File: config.mk
export PLATFORM = sky130hd
export DESIGN_NAME = vga_timing_monitor
export DESIGN_NICKNAME = d
export VERILOG_FILES = /design/src/rtl/vga_mon_pkg.sv /design/src/rtl/vga_sync_edge.sv /design/src/rtl/vga_timing_monitor.sv
export SDC_FILE = /design/constraint.sdc
export NUM_CORES = 1
export LEC_CHECK = 0
export ABC_CLOCK_PERIOD_IN_PS = 8820
export CORE_ASPECT_RATIO = 0.5
export CORE_MARGIN = 10
export CORE_UTILIZATION = 44
export CTS_CLUSTER_SIZE = 8
export DETAILED_ROUTE_END_ITERATION = 8
export GPL_ROUTABILITY_DRIVEN = 1
export PLACE_DENSITY_LB_ADDON = 0.3
export SYNTH_ARGS = -nofsm -noshare
export SYNTH_HDL_FRONTEND = slang
export SYNTH_SLANG_ARGS = --single-unit
File: constraint.sdc
create_clock -name clk -period 8.82 [get_ports clk]
set_input_delay 1.764 -clock clk [delete_from_list [all_inputs] [get_ports clk]]
set_output_delay 1.764 -clock clk [all_outputs]
set_load 0.02 [all_outputs]
File: src/rtl/vga_mon_pkg.sv
// vga_mon_pkg: shared state encoding and default sizing for the VGA timing monitor
package vga_mon_pkg;
  typedef enum logic [1:0] {SEARCH, CHECK, LOCKED} state_t;
  localparam int CNT_W_DEF = 16;
  localparam int SUM_W_DEF = 24;
  localparam int LOCK_FRAMES_DEF = 2;
  localparam int RGB_W = 3;
  localparam int MATCH_W = 4;
endpackage

File: src/rtl/vga_sync_edge.sv
// vga_sync_edge: delays an active-low sync, flags its edges and measures its low width
module vga_sync_edge import vga_mon_pkg::*; #(
  parameter int W = CNT_W_DEF
) (
  input  logic         clk,
  input  logic         reset,
  input  logic         i_sync,
  input  logic         i_en,
  output logic         o_fall,
  output logic         o_rise,
  output logic [W-1:0] o_lo
);
  logic         r_d;
  logic [W-1:0] r_lo;
  assign o_fall = r_d & ~i_sync;
  assign o_rise = ~r_d & i_sync;
  assign o_lo   = r_lo;
  // i_en tied high counts clocks; driven by line strobes it counts lines
  always_ff @(posedge clk) begin
    if (reset) begin
      r_d  <= 1'b0;
      r_lo <= '0;
    end else begin
      r_d <= i_sync;
      if (o_fall) r_lo <= {{(W-1){1'b0}}, i_en};
      else if (!i_sync && i_en) r_lo <= r_lo + 1'b1;
    end
  end
endmodule

File: src/rtl/vga_timing_monitor.sv
// vga_timing_monitor: recovers VGA line/frame timing, checksums frames and tracks lock
module vga_timing_monitor import vga_mon_pkg::*; #(
  parameter int CNT_W       = CNT_W_DEF,
  parameter int SUM_W       = SUM_W_DEF,
  parameter int LOCK_FRAMES = LOCK_FRAMES_DEF
) (
  input  logic             clk,
  input  logic             reset,
  input  logic             hsync,
  input  logic             vsync,
  input  logic [RGB_W-1:0] rgb,
  output logic [CNT_W-1:0] h_total,
  output logic [CNT_W-1:0] h_sync_w,
  output logic [CNT_W-1:0] v_total,
  output logic [CNT_W-1:0] v_sync_w,
  output logic [SUM_W-1:0] frame_sum,
  output logic [15:0]      frame_cnt,
  output logic             frame_done,
  output logic             locked,
  output logic             lock_lost
);
  logic               w_hs_fall, w_hs_rise, w_vs_fall, w_vs_rise;
  logic [CNT_W-1:0]   w_hs_lo, w_vs_lo, w_h_nx, w_v_nx;
  logic [CNT_W-1:0]   r_h_cnt, r_v_cnt;
  logic [SUM_W-1:0]   r_acc;
  logic               r_bad, w_line_bad, w_good, w_timeout, w_lost;
  logic [MATCH_W-1:0] r_match, w_match_nx, w_match_inc;
  state_t             r_state, w_state_nx;
  vga_sync_edge #(.W(CNT_W)) u_hs (
    .clk(clk), .reset(reset), .i_sync(hsync), .i_en(1'b1),
    .o_fall(w_hs_fall), .o_rise(w_hs_rise), .o_lo(w_hs_lo)
  );
  vga_sync_edge #(.W(CNT_W)) u_vs (
    .clk(clk), .reset(reset), .i_sync(vsync), .i_en(w_hs_fall),
    .o_fall(w_vs_fall), .o_rise(w_vs_rise), .o_lo(w_vs_lo)
  );
  // a line ending on the vsync fall still belongs to the frame being closed
  assign w_h_nx      = r_h_cnt + 1'b1;
  assign w_v_nx      = r_v_cnt + CNT_W'(w_hs_fall);
  assign w_line_bad  = w_hs_fall && (w_h_nx != h_total);
  assign w_good      = !r_bad && !w_line_bad && (w_v_nx == v_total);
  assign w_timeout   = (&r_h_cnt) && !w_hs_fall;
  assign w_match_inc = r_match + 1'b1;
  assign locked      = r_state == LOCKED;
  always_comb begin
    w_state_nx = r_state;
    w_match_nx = r_match;
    w_lost     = 1'b0;
    if (w_vs_fall) begin
      if (r_state == SEARCH) begin
        w_state_nx = CHECK;
        w_match_nx = '0;
      end else if (r_state == CHECK) begin
        w_match_nx = w_good ? w_match_inc : '0;
        w_state_nx = (w_good && w_match_inc == MATCH_W'(LOCK_FRAMES)) ? LOCKED : CHECK;
      end else if (!w_good) begin
        w_state_nx = SEARCH;
        w_lost     = 1'b1;
      end
    end
    if (w_timeout) begin
      w_state_nx = SEARCH;
      w_lost     = r_state == LOCKED;
    end
  end
  always_ff @(posedge clk) begin
    if (reset) begin
      r_h_cnt    <= '0;
      r_v_cnt    <= '0;
      r_acc      <= '0;
      r_bad      <= 1'b0;
      r_match    <= '0;
      r_state    <= SEARCH;
      h_total    <= '0;
      h_sync_w   <= '0;
      v_total    <= '0;
      v_sync_w   <= '0;
      frame_sum  <= '0;
      frame_cnt  <= '0;
      frame_done <= 1'b0;
      lock_lost  <= 1'b0;
    end else begin
      if (w_hs_fall) begin
        h_total <= w_h_nx;
        r_h_cnt <= '0;
      end else if (!(&r_h_cnt)) r_h_cnt <= w_h_nx;
      if (w_hs_rise) h_sync_w <= w_hs_lo;
      if (w_vs_rise) v_sync_w <= w_vs_lo;
      if (w_vs_fall) r_bad <= 1'b0;
      else if (w_line_bad) r_bad <= 1'b1;
      if (w_vs_fall) begin
        v_total   <= w_v_nx;
        r_v_cnt   <= '0;
        frame_sum <= r_acc;
        r_acc     <= SUM_W'(rgb);
        frame_cnt <= frame_cnt + 16'd1;
      end else begin
        if (w_hs_fall) r_v_cnt <= r_v_cnt + 1'b1;
        r_acc <= r_acc + SUM_W'(rgb);
      end
      frame_done <= w_vs_fall;
      lock_lost  <= w_lost;
      r_state    <= w_state_nx;
      r_match    <= w_match_nx;
    end
  end
endmodule

==> results.ini, run 1 <==
[hold_path]
min_path_type=reg -> reg
holdPathStages=2

[power_and_ir_drop]
internal_power_w=0.00155
power_density_mw_per_mm2=182
combPwrFrac_pct=6.1
p_clk_share_pct=46.8
switching_share_pct=23.0
ir_drop_mv=0.121
p_sw_w=0.000464
power_w=0.00202
leakagePower_nw=3.79
p_seq_share_pct=47.1

[floorplan]
die_width_um=223
coreArea_sq_mm=0.0204
die_area_sq_mm=0.0272
initial_core_util_pct=44.6
ios=114
die_height_um=122
fp-row-count=37

[placed_design]
gp_congestion=0.882
dpl_cell_area_sq_mm=0.0103
dp.cells=1410
io_buffers=113
dp_hpwl_um=15400
dp_slack_ns=3.15

[sta]
fin_setup_tns_ns=0
fin_crit_ns=5.17
clock_skew_ns=0.0124
maxSlewViolCount=0
slew_headroom_pct=25.8
rsz0062_at_grt=false
tightest_slew_ns=1.11
max_freq_mhz=194
hold_viol=0
setup_violations=0
min_period_over_period_pct=58.6
final.setup.worst_slack_ns=3.65

[clocking]
tritoncts=yes
post_cts_buffers=0
h-tree-depth=1
cts_resized=0
cts.sink_count=203
numCtsBuffers=29
ctsRootBufferMaster=clkbuf_16
path_clk_slew_ns=0.05
clk_path_buf_depth=3
holdBufCountCts=0
insertion_delay_ns=0.53

[setup_path]
worstPathArrival_ns=5.62
startpoint_type=input port
path_cells=clkdlybuf4s50_1 > nand2b_1 > inv_1 > buf_4 > ha_1 > ha_1 > nand3_1 > nor4_1 > xnor2_1 > xnor2_1 > or4_4 > nor4_4 > nand4bb_1 > a21oi_1
r2r_cells=13
crit_path_top_delay_cell=clkdlybuf4s50_1
crit_fanout=40
critPathMaxStageDelay_ns=0.54
end_kind=register
crit_required_ns=9.27
path_class=in -> reg

[route]
top_layer=met4
drc=0
wl_um=22200
via_count=7557
first_iter_violations=548
drt_pass1_iterations=6
wire_per_inst_um=15.4
vias_per_cell=5.24
wl_met3_um=1060
met2WireLength_um=10500
ant_nets=0
wirelength_met1_um=10400

[logic_synthesis]
ys_seq_area_share_pct=44.7
syn_inst=1090
syn_area_sq_mm=0.00910
syn_area_per_cell_sq_um=8.35
synth_top_area_cell=dfxtp_1
synth_warnings=0
ys_types=65
synthArstFlopShare_pct=0
yosysMostFrequentCell=dfxtp_1
synth_edf_count=0
synth_area_leaders=dfxtp_1 (45%), nand2_1 (7.6%), xor2_1 (7.6%)
synthTopCellsByCount=dfxtp_1 (203), nand2_1 (185), nor2_1 (138)
synth.net_count=1110
netlist.area_leader.share_pct=44.7
synth-main-ff-cell=dfxtp_1
ys_ff_latch=203

[finish]
n_antenna_cell=0
syn2layout_area_growth_pct=21.5
finalInstanceArea_sq_mm=0.0111
layout.nets=1188
fin_cells=1441
drive_gt1_share_pct=4.79

[grt]
first_global_vias=7270
grt_max_degree=85
grt_usage_pct=15.9
overflow=0
antenna_found_initial=0
grt_pass1_wl_um=36900

[flow_run]
drv_cap=0

[run_status]
status=completed

==> metrics by stage <==
step | hold WS (ns) | util, %
after floorplan | 0.436 | -
after global placement | 0.446 | 50.5
after detailed placement | 0.448 | 50.5
after CTS | 0.455 | 54.1
after global routing | 0.477 | 54.1
final | 0.452 | 54.1
==> flip-flops by register name, indices dropped and copies added (netlist names), 2 cells and up <==
signal / cells
frame_sum: 24
r_acc: 24
frame_cnt: 16
h_sync_w: 16
h_total: 16
r_h_cnt: 16
r_v_cnt: 16
u_hs.o_lo: 16
u_vs.o_lo: 16
v_sync_w: 16
v_total: 16
r_match: 4
r_state: 2
==> cells by family after synthesis <==
logic type | count (synthesis) | share of synthesized area, %
xor gates and xnor gates | 127 | 12.2
and+or+nand+nor | 489 | 25.7
AOI/OAI and AO/OA | 171 | 11.5
adders and majority gates | 13 | 1.87
DFF | 203 | 44.7
buffers and inverters | 85 | 3.87
muxes | 2 | 0.220
==> worst max-delay path, delay by kind of cell <==
kind | cells | cell delay (ns)
simple gates | 6 | 1.82
xor+xnor | 2 | 0.34
compound gates | 1 | 0.15
fa+ha+maj | 2 | 0.50
buf+inv | 3 | 1.01
==> power groups by stage <==
stage | registers [W] | clock network [W] | logic, W
3_5_place_dp | 0.000967 | 0 | 0.000125
4_1_cts | 0.000949 | 0.000971 | 0.000125
6_report | 0.000949 | 0.000944 | 0.000124
5_1_grt | 0.000950 | 0.00101 | 0.000137
3_3_place_gp | 0.000967 | 0 | 0.000123
2_1_floorplan | 0.000972 | 0 | 0.0000788
==> layout make-up <==
class / count / area, sq um
repair buffers: 118 / 1170
inverters: 14 / 52.6
fillers: 1875 / 9360
flip-flops and latches: 203 / 4060
clock buffers: 29 / 726
clock inverters: 2 / 16.3
well taps: 273 / 342
multi-input cells: 802 / 4690
==> cell usage in the layout, fill, tap and decap left out, drive strengths merged, types with 4 or more instances in the layout <==
cell	count
dfxtp	203
nand3	43
nor2b	17
ha	12
o21a	4
nor3	14
inv	15
nand4	24
or3	6
buf	6
nor4	12
xor2	79
nor2	138
and3	16
a211oi	32
nand2	185
nor3b	4
o21ai	13
and4	10
nand2b	10
clkbuf	29
clkdlybuf4s50	112
or4	4
a31oi	4
a2111oi	4
xnor2	48
a21oi	97
==> final timing paths <==
check             slack, ns          end        start
setup / recovery       3.65   r_match[1]        hsync
hold / removal         0.45  v_sync_w[9]  v_sync_w[9]
setup reg to reg       5.21   r_match[1]     u_hs.r_d
hold reg to reg        0.45  v_sync_w[9]  v_sync_w[9]
==> per-layer routing <==
metal	vias up	global-route usage [%]
li1	3825	-
met2	121	26.9
met3	22	3.92
met1	3589	20.4
met5	-	0
met4	0	3.19
(Power assumes the default switching activity.)
==> inputs of run 2 (changes only) <==
--- a/config.mk
+++ b/config.mk
@@ -5,7 +5,7 @@
 export SDC_FILE = /design/constraint.sdc
 export NUM_CORES = 1
 export LEC_CHECK = 0
-export ABC_CLOCK_PERIOD_IN_PS = 8820
+export ABC_CLOCK_PERIOD_IN_PS = 5050
 export CORE_ASPECT_RATIO = 0.5
 export CORE_MARGIN = 10
 export CORE_UTILIZATION = 44
==> constraint.sdc (replaced) <==
create_clock -name clk -period 5.05 [get_ports clk]
set_input_delay 1.01 -clock clk [delete_from_list [all_inputs] [get_ports clk]]
set_output_delay 1.01 -clock clk [all_outputs]
set_load 0.02 [all_outputs]
==> results.ini, run 2 (synthesis gave the netlist of run 1 again) <==
[floorplan]
die_height_um=122  ; unchanged
initial_core_util_pct=44.6  ; unchanged
fp-row-count=37  ; unchanged
die_width_um=223  ; unchanged
ios=114  ; unchanged
coreArea_sq_mm=0.0204  ; unchanged
die_area_sq_mm=0.0272  ; unchanged

[finish]
drive_gt1_share_pct=4.88  ; was 4.79%
n_fill_cell=1917  ; was 1,875
n_antenna_cell=0  ; unchanged
final_cell_mix=dfxtp_1 (203), nand2_1 (185), nor2_1 (138), clkdlybuf4s50_1 (112), a21oi_1 (95)  ; unchanged
syn2layout_area_growth_pct=21.6  ; was 21.5%
top_regs=frame_sum x24, r_acc x24  ; unchanged
multi_input_area_sq_mm=0.00469  ; unchanged
layout_commonest_cell=dfxtp_1  ; unchanged
postLayoutCoreUtil_pct=54.2  ; was 54.1%
layout.nets=1190  ; was 1,188
seq_area_sq_mm=0.00406  ; unchanged

[power_and_ir_drop]
switching_share_pct=22.7  ; was 23.0%
p_seq_share_pct=47.4  ; was 47.1%
leakagePower_nw=3.79  ; about the same
p_sw_w=0.000794  ; was 0.000464 W
power_density_mw_per_mm2=317  ; was 182 mW/mm^2
p_clk_share_pct=46.5  ; was 46.8%
ir_drop_mv=0.254  ; was 0.121 mV
combPwrFrac_pct=6.1  ; about the same
internal_power_w=0.00271  ; was 0.00155 W

[sta]
maxSlewViolCount=0  ; unchanged
tightest_slew_ns=1.09  ; was 1.11 ns
fin_setup_tns_ns=0  ; unchanged
slew_headroom_pct=26.9  ; was 25.8%
max_freq_mhz=261
clock_skew_ns=0.0120  ; was 0.0124 ns
hold_viol=0  ; unchanged
min_period_over_period_pct=75.7
setup_violations=0  ; unchanged
fin_crit_ns=3.82
rsz0062_at_grt=false  ; unchanged

[setup_path]
crit_fanout=8  ; was 40
startpoint_type=input port  ; unchanged
regToRegSetupSlack_ns=1.84  ; was 5.21 ns
crit_required_ns=5.47  ; was 9.27 ns
r2r_cells=13  ; unchanged
r2r-start=u_hs.r_d  ; unchanged
worstPathArrival_ns=4.24  ; was 5.62 ns
end_kind=register  ; unchanged
r2r_end=lock_lost  ; was r_match[1]
path_class=in -> reg  ; unchanged

[clocking]
holdBufCountCts=0  ; unchanged
tritoncts=yes  ; unchanged
numCtsBuffers=29  ; unchanged
insertion_delay_ns=0.53  ; about the same
clk_path_buf_depth=3  ; unchanged
cts_resized=0  ; unchanged
ctsRootBufferMaster=clkbuf_16  ; unchanged
post_cts_buffers=0  ; unchanged
path_clk_slew_ns=0.05  ; about the same
h-tree-depth=1  ; unchanged
cts.sink_count=203  ; unchanged

[grt]
overflow=0  ; unchanged
grt_usage_pct=15.6  ; was 15.9%
first_global_vias=7125  ; was 7,270
grt_pass1_wl_um=36500  ; was 36,900 um
antenna_found_initial=0  ; unchanged
grt_max_degree=85  ; unchanged

[placed_design]
gp_congestion=0.868  ; was 0.882
dp_hpwl_um=15100  ; was 15,400 um
io_buffers=113  ; unchanged

[route]
via_count=7549  ; was 7,557
wl_um=21800  ; was 22,200 um
wire_per_inst_um=15.1  ; was 15.4 um
drc=0  ; unchanged
drt_pass1_iterations=5  ; was 6
ant_nets=0  ; unchanged
vias_per_cell=5.24  ; about the same
first_iter_violations=554  ; was 548

[hold_path]
hold_start=v_sync_w[14]  ; was v_sync_w[9]
holdPathStages=2  ; unchanged
holdPathEnd=v_sync_w[14]  ; was v_sync_w[9]
min_path_type=reg -> reg  ; unchanged

[run_status]
status=completed  ; unchanged

[flow_run]
drv_cap=0  ; unchanged

==> run 2: changes by cell type in the layout (fill, tap and decap cells not counted), sizes merged <==
cell / change
inv: -1
buf: +2
==> run 2: final cells by class <==
cell class,count,area share [%]
multi-input cells,802,42.4
flip-flops and latches,203,36.7
repair buffers,120,10.7
clock buffers,29,6.56
well taps,273,3.09
inverters,14,0.475
clock inverters,1,0.0679
==> run 2: layer usage <==
layer | GRT usage [%] | routed length [um] | vias to the layer above
met3 | 3.92 | 1190 | 34
met5 | 0 | 0 | -
li1 | - | - | 3845
met2 | 25.7 | 10000 | 134
met1 | 20.3 | 10200 | 3536
met4 | 3.69 | 398 | 0
==> run 2: stage by stage <==
step | total power (W) | setup slack, ns | std cells | hold slack (ns) | instance area (sq um)
floorplan | 0.00184 | 0.655 | 1090 | 0.436 | 9100
global placement | 0.00190 | 0.763 | 1412 | 0.446 | 10300
detailed placement | 0.00191 | 0.733 | 1412 | 0.448 | 10300
CTS | 0.00355 | 1.28 | 1442 | 0.454 | 11100
global route | 0.00364 | 0.982 | 1442 | 0.476 | 11100
finish | 0.00350 | 1.23 | 1442 | 0.450 | 11100
==> run 2: worst max-delay path by stage <==
| stage | from | end | slack (ns) |
|---|---|---|---|
| floorplan | hsync | lock_lost | 0.66 |
| detailed placement | hsync | lock_lost | 0.73 |
| global placement | hsync | lock_lost | 0.76 |
| global route | hsync | r_match[0] | 0.98 |
| finish | hsync | lock_lost | 1.23 |
| CTS | hsync | lock_lost | 1.28 |
==> run 2: critical path, cell delays in order <==
cell and delay (ns):
clkdlybuf4s50_1 0.42, nand2b_1 0.14, buf_4 0.17, inv_1 0.08, ha_1 0.20, ha_1 0.22
nand3_1 0.23, nor4_1 0.30, xnor2_1 0.22, xnor2_1 0.11, or4_4 0.53, nor3_4 0.30
a21oi_2 0.09, o211a_1 0.23
==> run 2: power by group through the flow <==
stage / sequential [W] / clock, W / combinational (W)
global placement: 0.00169 / 0 / 0.000214
floorplan: 0.00170 / 0 / 0.000138
CTS: 0.00166 / 0.00167 / 0.000218
detailed placement: 0.00169 / 0 / 0.000217
global route: 0.00166 / 0.00174 / 0.000240
finish: 0.00166 / 0.00163 / 0.000215
